## src/rtl/pe_array_ctrl_pkg.sv

```systemverilog
// Shared types and sizing for the PE array sequencer and the tile scheduler.
// Row counts use 6 bits so the full 0..32 range is representable.
package pe_array_pkg;

    localparam int ROW_NUM     = 32;
    localparam int COL_NUM     = 32;
    localparam int PROD_CYCLES = 4;
    localparam int CNT_W       = 16;
    localparam int ROW_W       = 6;
    localparam int PASS_W      = 5;

    typedef enum logic [2:0] {
        IDLE    = 3'd0,
        LOAD_W  = 3'd1,
        WEN     = 3'd2,
        FEED    = 3'd3,
        FILL    = 3'd4,
        COMPUTE = 3'd5,
        OUT     = 3'd6,
        DONE    = 3'd7
    } ctrl_state_e;

    typedef struct packed {
        logic [ROW_W-1:0]  rows;
        logic [PASS_W-1:0] pass_if;
        logic [CNT_W-1:0]  num_ifmap;
    } pe_tile_cmd_t;

endpackage

```

## src/rtl/pe_array_ctrl_if.sv

```systemverilog
// Command, buffer and PE-array handshake bundle around the array sequencer.
// master = the sequencer, slave = scheduler/buffers/array/reducer side.
interface pe_array_ctrl_if
    import pe_array_pkg::*;
#(
    parameter int CNT_W = pe_array_pkg::CNT_W
);
    logic              cmd_valid;
    logic              cmd_ready;
    logic [ROW_W-1:0]  cmd_rows;
    logic [PASS_W-1:0] cmd_pass_if;
    logic [CNT_W-1:0]  cmd_num_ifmap;
    logic              w_req;
    logic              w_valid;
    logic              if_req;
    logic              if_valid;
    logic [ROW_W-1:0]  array_weight_en;
    logic [PASS_W-1:0] pe_pass_if;
    logic              prod_out_en;
    logic              opsum_valid;
    logic              opsum_ready;
    logic              busy;
    logic              done;

    modport master (
        input  cmd_valid, cmd_rows, cmd_pass_if, cmd_num_ifmap,
        input  w_valid, if_valid, opsum_ready,
        output cmd_ready, w_req, if_req, array_weight_en, pe_pass_if,
        output prod_out_en, opsum_valid, busy, done
    );

    modport slave (
        output cmd_valid, cmd_rows, cmd_pass_if, cmd_num_ifmap,
        output w_valid, if_valid, opsum_ready,
        input  cmd_ready, w_req, if_req, array_weight_en, pe_pass_if,
        input  prod_out_en, opsum_valid, busy, done
    );

endinterface

```

## src/rtl/pe_array_ctrl.sv

```systemverilog
// Tile sequencer for the PE array: weight load, per-vector feed/fill/compute, row-sum handoff.
// Latency: first row-sum valid rows+7 cycles after command accept, then rows+5 cycles per vector.
// Backpressure: opsum_ready low freezes the FSM in OUT; no ifmap request, prod_out_en held low.
module pe_array_ctrl
    import pe_array_pkg::*;
#(
    parameter int ROW_NUM     = pe_array_pkg::ROW_NUM,
    parameter int PROD_CYCLES = pe_array_pkg::PROD_CYCLES,
    parameter int CNT_W       = pe_array_pkg::CNT_W
) (
    input  logic            clk,
    input  logic            reset,
    pe_array_ctrl_if.master ctrl
);

    localparam logic [ROW_W-1:0] ROWS_MAX = ROW_W'(ROW_NUM);
    localparam logic [ROW_W-1:0] PROD_LD  = ROW_W'(PROD_CYCLES);

    ctrl_state_e       state_q;
    ctrl_state_e       state_d;
    logic              armed_q;
    logic [ROW_W-1:0]  rows_q;
    logic [PASS_W-1:0] pass_q;
    logic [ROW_W-1:0]  cyc_q;
    logic [CNT_W-1:0]  rem_q;
    logic [ROW_W-1:0]  rows_sat;
    logic              cmd_fire;
    logic              if_fire;
    logic              out_fire;

    assign rows_sat = (ctrl.cmd_rows > ROWS_MAX) ? ROWS_MAX : ctrl.cmd_rows;
    assign cmd_fire = (state_q == IDLE) && armed_q && ctrl.cmd_valid;
    assign if_fire  = (state_q == FEED) && ctrl.if_valid;
    assign out_fire = (state_q == OUT) && ctrl.opsum_ready;

    // armed_q keeps cmd_ready low while reset is held and for the release cycle.
    always_ff @(posedge clk or negedge reset) begin
        if (!reset) begin
            state_q <= IDLE;
            armed_q <= 1'b0;
        end else begin
            state_q <= state_d;
            armed_q <= 1'b1;
        end
    end

    always_comb begin
        state_d = state_q;
        case (state_q)
            IDLE: begin
                if (cmd_fire) begin
                    if (rows_sat == '0 || ctrl.cmd_num_ifmap == '0) state_d = DONE;
                    else                                            state_d = LOAD_W;
                end
            end
            LOAD_W:  if (ctrl.w_valid) state_d = WEN;
            WEN:     state_d = FEED;
            FEED:    if (if_fire) state_d = (rows_q > ROW_W'(1)) ? FILL : COMPUTE;
            FILL:    if (cyc_q <= ROW_W'(1)) state_d = COMPUTE;
            COMPUTE: if (cyc_q <= ROW_W'(1)) state_d = OUT;
            OUT:     if (out_fire) state_d = (rem_q <= CNT_W'(1)) ? DONE : FEED;
            DONE:    state_d = IDLE;
            default: state_d = IDLE;
        endcase
    end

    // cyc_q counts the ripple fill, then is reloaded for the compute window.
    always_ff @(posedge clk or negedge reset) begin
        if (!reset) begin
            rows_q <= '0;
            pass_q <= '0;
            cyc_q  <= '0;
            rem_q  <= '0;
        end else begin
            if (cmd_fire) begin
                rows_q <= rows_sat;
                pass_q <= ctrl.cmd_pass_if;
                rem_q  <= ctrl.cmd_num_ifmap;
            end
            if (if_fire) begin
                cyc_q <= (rows_q > ROW_W'(1)) ? rows_q - ROW_W'(1) : PROD_LD;
            end else if (state_q == FILL) begin
                cyc_q <= (cyc_q <= ROW_W'(1)) ? PROD_LD : cyc_q - ROW_W'(1);
            end else if (state_q == COMPUTE && cyc_q != '0) begin
                cyc_q <= cyc_q - ROW_W'(1);
            end
            if (out_fire && rem_q != '0) begin
                rem_q <= rem_q - CNT_W'(1);
            end
        end
    end

    assign ctrl.cmd_ready       = (state_q == IDLE) && armed_q;
    assign ctrl.w_req           = (state_q == LOAD_W) || (state_q == WEN);
    assign ctrl.array_weight_en = (state_q == WEN) ? rows_q : '0;
    assign ctrl.if_req          = (state_q == FEED);
    assign ctrl.prod_out_en     = (state_q == COMPUTE);
    assign ctrl.opsum_valid     = (state_q == OUT);
    assign ctrl.pe_pass_if      = (state_q == IDLE) ? '0 : pass_q;
    assign ctrl.busy            = (state_q != IDLE);
    assign ctrl.done            = (state_q == DONE);

endmodule
```

## src/flat_wrapper.sv

```systemverilog
// flat-port wrapper written by rule: the top's interface ports become plain ports
module pe_array_ctrl_flat import pe_array_pkg::*;
#(
    parameter int ROW_NUM     = pe_array_pkg::ROW_NUM,
    parameter int PROD_CYCLES = pe_array_pkg::PROD_CYCLES,
    parameter int CNT_W       = pe_array_pkg::CNT_W
)
  (clk, reset, ctrl_cmd_valid, ctrl_cmd_rows, ctrl_cmd_pass_if, ctrl_cmd_num_ifmap, ctrl_w_valid, ctrl_if_valid, ctrl_opsum_ready, ctrl_cmd_ready, ctrl_w_req, ctrl_if_req, ctrl_array_weight_en, ctrl_pe_pass_if, ctrl_prod_out_en, ctrl_opsum_valid, ctrl_busy, ctrl_done);
  pe_array_ctrl_if #(.CNT_W(CNT_W)) ctrl_i ();
  input  logic clk;
  input  logic reset;
  input wire logic [$bits(ctrl_i.cmd_valid)-1:0] ctrl_cmd_valid;
  input wire logic [$bits(ctrl_i.cmd_rows)-1:0] ctrl_cmd_rows;
  input wire logic [$bits(ctrl_i.cmd_pass_if)-1:0] ctrl_cmd_pass_if;
  input wire logic [$bits(ctrl_i.cmd_num_ifmap)-1:0] ctrl_cmd_num_ifmap;
  input wire logic [$bits(ctrl_i.w_valid)-1:0] ctrl_w_valid;
  input wire logic [$bits(ctrl_i.if_valid)-1:0] ctrl_if_valid;
  input wire logic [$bits(ctrl_i.opsum_ready)-1:0] ctrl_opsum_ready;
  output wire logic [$bits(ctrl_i.cmd_ready)-1:0] ctrl_cmd_ready;
  output wire logic [$bits(ctrl_i.w_req)-1:0] ctrl_w_req;
  output wire logic [$bits(ctrl_i.if_req)-1:0] ctrl_if_req;
  output wire logic [$bits(ctrl_i.array_weight_en)-1:0] ctrl_array_weight_en;
  output wire logic [$bits(ctrl_i.pe_pass_if)-1:0] ctrl_pe_pass_if;
  output wire logic [$bits(ctrl_i.prod_out_en)-1:0] ctrl_prod_out_en;
  output wire logic [$bits(ctrl_i.opsum_valid)-1:0] ctrl_opsum_valid;
  output wire logic [$bits(ctrl_i.busy)-1:0] ctrl_busy;
  output wire logic [$bits(ctrl_i.done)-1:0] ctrl_done;
  assign ctrl_i.cmd_valid = ctrl_cmd_valid;
  assign ctrl_i.cmd_rows = ctrl_cmd_rows;
  assign ctrl_i.cmd_pass_if = ctrl_cmd_pass_if;
  assign ctrl_i.cmd_num_ifmap = ctrl_cmd_num_ifmap;
  assign ctrl_i.w_valid = ctrl_w_valid;
  assign ctrl_i.if_valid = ctrl_if_valid;
  assign ctrl_i.opsum_ready = ctrl_opsum_ready;
  assign ctrl_cmd_ready = ctrl_i.cmd_ready;
  assign ctrl_w_req = ctrl_i.w_req;
  assign ctrl_if_req = ctrl_i.if_req;
  assign ctrl_array_weight_en = ctrl_i.array_weight_en;
  assign ctrl_pe_pass_if = ctrl_i.pe_pass_if;
  assign ctrl_prod_out_en = ctrl_i.prod_out_en;
  assign ctrl_opsum_valid = ctrl_i.opsum_valid;
  assign ctrl_busy = ctrl_i.busy;
  assign ctrl_done = ctrl_i.done;
  pe_array_ctrl #(.ROW_NUM(ROW_NUM), .PROD_CYCLES(PROD_CYCLES), .CNT_W(CNT_W)) u_core (.clk(clk), .reset(reset), .ctrl(ctrl_i));
endmodule
```

## config.mk

```make
export PLATFORM = sky130hd
export DESIGN_NAME = pe_array_ctrl_flat
export DESIGN_NICKNAME = d
export VERILOG_FILES = /design/src/rtl/pe_array_ctrl_pkg.sv /design/src/rtl/pe_array_ctrl_if.sv /design/src/rtl/pe_array_ctrl.sv /design/src/flat_wrapper.sv
export SDC_FILE = /design/constraint.sdc
export NUM_CORES = 1
export LEC_CHECK = 0
export CORE_MARGIN = 2
export CORE_UTILIZATION = 55
export CTS_CLUSTER_SIZE = 20
export DETAILED_ROUTE_END_ITERATION = 8
export GPL_TIMING_DRIVEN = 1
export HOLD_SLACK_MARGIN = 0.05
export PLACE_DENSITY_LB_ADDON = 0.12
export SYNTH_ARGS = -nofsm -noshare
export SYNTH_HDL_FRONTEND = slang
export SYNTH_SLANG_ARGS = --single-unit
```

## constraint.sdc

```tcl
create_clock -name clk -period 5.1 [get_ports clk]
set_input_delay 1.02 -clock clk [delete_from_list [all_inputs] [get_ports clk]]
set_output_delay 1.02 -clock clk [all_outputs]
set_load 0.02 [all_outputs]
```

==> flow_summary.html <==
<table>
<tr><th>Metric</th><th>Value</th></tr>
<tr><th colspan="2">Routing</th></tr>
<tr><td>Overall via count from detail_route</td><td>2,266</td></tr>
<tr><td>Number of detailed-routing iterations run before antenna repair</td><td>4</td></tr>
<tr><td>Via-per-instance ratio</td><td>5.99</td></tr>
<tr><td>Routed length per instance</td><td>15.6 um</td></tr>
<tr><td>Number of DRC violations after detailed routing</td><td>0</td></tr>
<tr><td>Total routed wirelength</td><td>5.88 mm</td></tr>
<tr><td>Antenna Violating Nets Remaining</td><td>0</td></tr>
<tr><td>Violation count after the first detailed-routing iteration</td><td>168</td></tr>
<tr><th colspan="2">Floorplan</th></tr>
<tr><td>Die footprint</td><td>4870 um^2</td></tr>
<tr><td>Die width</td><td>69.8 um</td></tr>
<tr><td>Die Ht</td><td>69.8 um</td></tr>
<tr><td>Effective utilization at floorplan</td><td>0.582</td></tr>
<tr><td>Number of top-level pins</td><td>51</td></tr>
<tr><td>Total number of placement rows</td><td>23</td></tr>
<tr><td>Core Footprint</td><td>4090 um^2</td></tr>
<tr><th colspan="2">Power</th></tr>
<tr><td>P per Cell Area</td><td>541 nW/um^2</td></tr>
<tr><td>Lkg Pwr</td><td>0.00123 uW</td></tr>
<tr><td>Overall power consumption</td><td>1620 uW</td></tr>
<tr><td>Worst IR drop on VDD</td><td>0.364 mV</td></tr>
<tr><th colspan="2">Flow run</th></tr>
<tr><td>Max-cap violations</td><td>0</td></tr>
<tr><th colspan="2">Clocking</th></tr>
<tr><td>Maximum number of buffers from clock root to sink</td><td>2</td></tr>
<tr><td># H-tree levels</td><td>2</td></tr>
<tr><td>Clock sink count</td><td>37</td></tr>
<tr><td>Post-cts gate resize count</td><td>0</td></tr>
<tr><td>Number of hold buffers added after CTS</td><td>0</td></tr>
<tr><td>Clock tree from TritonCTS</td><td>yes</td></tr>
<tr><td>Clock slew at reported path FFs</td><td>0.09 ns</td></tr>
<tr><td>Latest clock arrival within the worst-skew pair</td><td>0.30 ns</td></tr>
<tr><td>Total clock buffers created by CTS</td><td>5</td></tr>
<tr><td>Buffer type at the clock tree root</td><td>clkbuf_8</td></tr>
<tr><td>Post CTS Setup Buffer Count</td><td>0</td></tr>
<tr><th colspan="2">Critical path</th></tr>
<tr><td>Critical path required time</td><td>4.08 ns</td></tr>
<tr><td>Arr. time, crit path</td><td>2.27 ns</td></tr>
<tr><td>Source of the worst register-to-register timing path</td><td>u_core.state_q[1]</td></tr>
<tr><td>Cell type of the slowest stage on the worst timing path</td><td>dfrtp_1</td></tr>
<tr><td>Crit-path max FO</td><td>13</td></tr>
<tr><td>Reg-to-reg endpoint</td><td>u_core.rows_q[1]</td></tr>
<tr><td>Max incr delay on CP</td><td>0.53 ns</td></tr>
<tr><td>Worst R2R Setup Slack</td><td>2.65 ns</td></tr>
<tr><td>Kind of critical path</td><td>reg -&gt; out</td></tr>
<tr><td>Reg2reg path depth</td><td>6</td></tr>
<tr><td>Critical Path Source Type</td><td>flip-flop</td></tr>
<tr><td>Critical Path End Type</td><td>primary output</td></tr>
<tr><td>Series of cell instances along the critical path</td><td>nor3_1 &gt; inv_1 &gt; and2_1 &gt; clkdlybuf4s50_1</td></tr>
<tr><th colspan="2">Global route</th></tr>
<tr><td>Largest net degree at the start of global routing</td><td>38</td></tr>
<tr><td>Number of antenna violations at the first check in global routing</td><td>0</td></tr>
<tr><td>GRT Residual Overflow</td><td>0</td></tr>
<tr><td>Routing usage on met2</td><td>0.362</td></tr>
<tr><td>Met3 track utilization from global routing</td><td>0.0756</td></tr>
<tr><td>First-pass GRT wire length</td><td>9.61 mm</td></tr>
<tr><td>Gr busiest metal</td><td>met2</td></tr>
<tr><td>Met1 capacity usage during global routing</td><td>0.349</td></tr>
<tr><td>Via count of the first global-routing pass</td><td>2,061</td></tr>
<tr><td>Global Route Usage Sum</td><td>0.244</td></tr>
<tr><th colspan="2">Logic synthesis</th></tr>
<tr><td>Mux cell area share after synthesis</td><td>0.00894</td></tr>
<tr><td>Area share of fa/ha/maj cells after synthesis</td><td>0.0368</td></tr>
<tr><td>Yosys cell types</td><td>61</td></tr>
<tr><td>Syn Area/Cell</td><td>8.59 um^2</td></tr>
<tr><td>Dominant combinational cell family by area after synthesis</td><td>simple AND/OR/NAND/NOR gates</td></tr>
<tr><td>Number of synthesis warnings</td><td>0</td></tr>
<tr><td>Synthesized-area fraction occupied by ao, oa, aoi and oai cells</td><td>0.186</td></tr>
<tr><td>Netlist area before placement</td><td>2380 um^2</td></tr>
<tr><td>Synthesized flop and latch total</td><td>37</td></tr>
<tr><td>Part of the Yosys area used for sequential elements</td><td>0.389</td></tr>
<tr><td>Flip-flop cell with the highest count after synthesis</td><td>dfrtp_1</td></tr>
<tr><td>Number of instances in the synthesized netlist</td><td>277</td></tr>
<tr><td>Share of async-settable or async-resettable flops after synthesis</td><td>1.00</td></tr>
<tr><td>Synthesized-area fraction occupied by xor and xnor cells</td><td>0.0184</td></tr>
<tr><td>Number of enable-type register cells in the synthesized netlist</td><td>0</td></tr>
<tr><td>Post-Syn Nets</td><td>317</td></tr>
<tr><td>Simple-gate share of the synthesized area</td><td>0.318</td></tr>
<tr><th colspan="2">Worst hold path</th></tr>
<tr><td>Number of cells on the worst hold path</td><td>2</td></tr>
<tr><td>Worst hold path startpoint</td><td>u_core.pass_q[2]</td></tr>
<tr><td>Type of the tightest min-delay check</td><td>reg -&gt; reg</td></tr>
<tr><td>Endpoint with the worst hold slack</td><td>u_core.pass_q[2]</td></tr>
<tr><th colspan="2">Cells and area</th></tr>
<tr><td>Commonest non-fill, non-tap cells in the layout</td><td>clkdlybuf4s50_1, nand2_1, dfrtp_1</td></tr>
<tr><td>Synthesis-to-layout area growth</td><td>26.0%</td></tr>
<tr><td>Fraction of final layout cells with drive strength greater than 1</td><td>0.0640</td></tr>
<tr><td>Final net count</td><td>367</td></tr>
<tr><td>Post-Route Utilization</td><td>0.734</td></tr>
<tr><td>Total inserted antenna cells</td><td>0</td></tr>
<tr><td>Filler-free cell count of the finished design</td><td>378</td></tr>
<tr><td>Most common cell after layout, fill and taps aside</td><td>clkdlybuf4s50_1</td></tr>
<tr><th colspan="2">Timing</th></tr>
<tr><td>Final hold violation count</td><td>0</td></tr>
<tr><td>Setup repair after global routing missed its margin</td><td>false</td></tr>
<tr><td>Total count of max-transition violations in the final report</td><td>0</td></tr>
<tr><td>Clock period minus final worst setup slack</td><td>3.29 ns</td></tr>
<tr><td>Worst Tran Pin Value</td><td>0.781 ns</td></tr>
<tr><td>Count of endpoints failing setup in the final report</td><td>0</td></tr>
<tr><td>Accumulated negative setup slack</td><td>0 ns</td></tr>
<tr><td>Max-slew headroom</td><td>0.477</td></tr>
<tr><td>Share of the clock period used by the worst path</td><td>0.645</td></tr>
<tr><td>Least setup slack across all paths after layout</td><td>1.81 ns</td></tr>
<tr><td>Maximum clock frequency</td><td>304 MHz</td></tr>
<tr><td>Skew final</td><td>0.0129 ns</td></tr>
<tr><th colspan="2">Placement</th></tr>
<tr><td>Worst slack at placement</td><td>2.15 ns</td></tr>
<tr><td>Port Buffers</td><td>50</td></tr>
<tr><td>Placed cell count</td><td>370</td></tr>
<tr><td>Placer's final routability congestion estimate</td><td>0.851</td></tr>
<tr><td>Half-perimeter wire length after placement</td><td>4.23 mm</td></tr>
<tr><th colspan="2">Outcome</th></tr>
<tr><td>Run status</td><td>finished, final reports clean</td></tr>
</table>
## logic make-up after synthesis
kind of cell,count (synthesis)
buffers and inverters,23
AO/OA/AOI/OAI,62
multiplexers,2
other,1
adder cells (fa/ha/maj),7
flip-flops,37
AND/OR/NAND/NOR,140
XOR/XNOR,5
## sequential cells by signal (all words and copies together) (netlist names)
signal and flops:
u_core.rows_q 6, u_core.cyc_q 6, u_core.pass_q 5, u_core.state_q 3
u_core.rem_q 16, u_core.armed_q 1
## per-layer routing
| metal | vias up | share of wire |
|---|---|---|
| met5 | - | 0 |
| met4 | 0 | 0.0049 |
| met3 | 2 | 0.081 |
| met2 | 85 | 0.45 |
| met1 | 1062 | 0.46 |
| li1 | 1117 | - |
## power breakdown
group | total (uW) | internal (uW) | switching (uW)
Combinational | 807 | 379 | 428
Sequential | 611 | 427 | 183
Clock | 204 | 94.9 | 109
## how the worst max path moves through the flow
stage                 startpoint            endpoint  slack (ns)  depth (start not counted)
2_1_floorplan  u_core.state_q[2]  ctrl_pe_pass_if[0]        2.89                          3
3_3_place_gp    ctrl_opsum_ready    u_core.rem_q[13]        2.25                          5
3_5_place_dp   u_core.state_q[1]  ctrl_pe_pass_if[4]        2.15                          4
4_1_cts        u_core.state_q[1]  ctrl_pe_pass_if[4]        1.81                          4
5_1_grt        u_core.state_q[1]  ctrl_pe_pass_if[0]        1.57                          4
6_report       u_core.state_q[1]  ctrl_pe_pass_if[4]        1.81                          4
## area by class of cell
cell class              count  area, um^2
clock buffers               6        72.6
clock inverters             2        10.0
fillers                   328        1090
inverters                  13        48.8
multi-input cells         217        1360
flip-flops and latches     37         926
well taps                  50        62.6
repair buffers             53         523
## per-stage QoR
stage               hold WS, ns  cell area (um^2)
floorplan                 0.437              2380
detailed placement        0.456              2920
finish                    0.477              3000
CTS                       0.481              3000
global route              0.493              3000
global placement          0.462              2920
## synth_stat cells, types with 5 or more instances
library cell	n	area share
nand3b_1	5	0.016
dfrtp_1	37	0.39
o211ai_1	5	0.016
nand2_1	48	0.076
clkbuf_1	6	0.0095
and2_1	9	0.024
o21ai_0	14	0.029
inv_1	13	0.021
ha_1	7	0.037
nor4_1	9	0.024
or4_1	5	0.016
nor2_1	19	0.030
a21oi_1	6	0.013
and3_1	6	0.016
nor3_1	11	0.023
nand3_1	8	0.017
## worst max-delay path: cells and delay by family, from the launching register on
kind,cells,cell delay [ns]
buffers and inverters,2,0.77
and+or+nand+nor,2,0.66
DFF,1,0.53
Note: power is estimated with default switching activity, not from simulation.
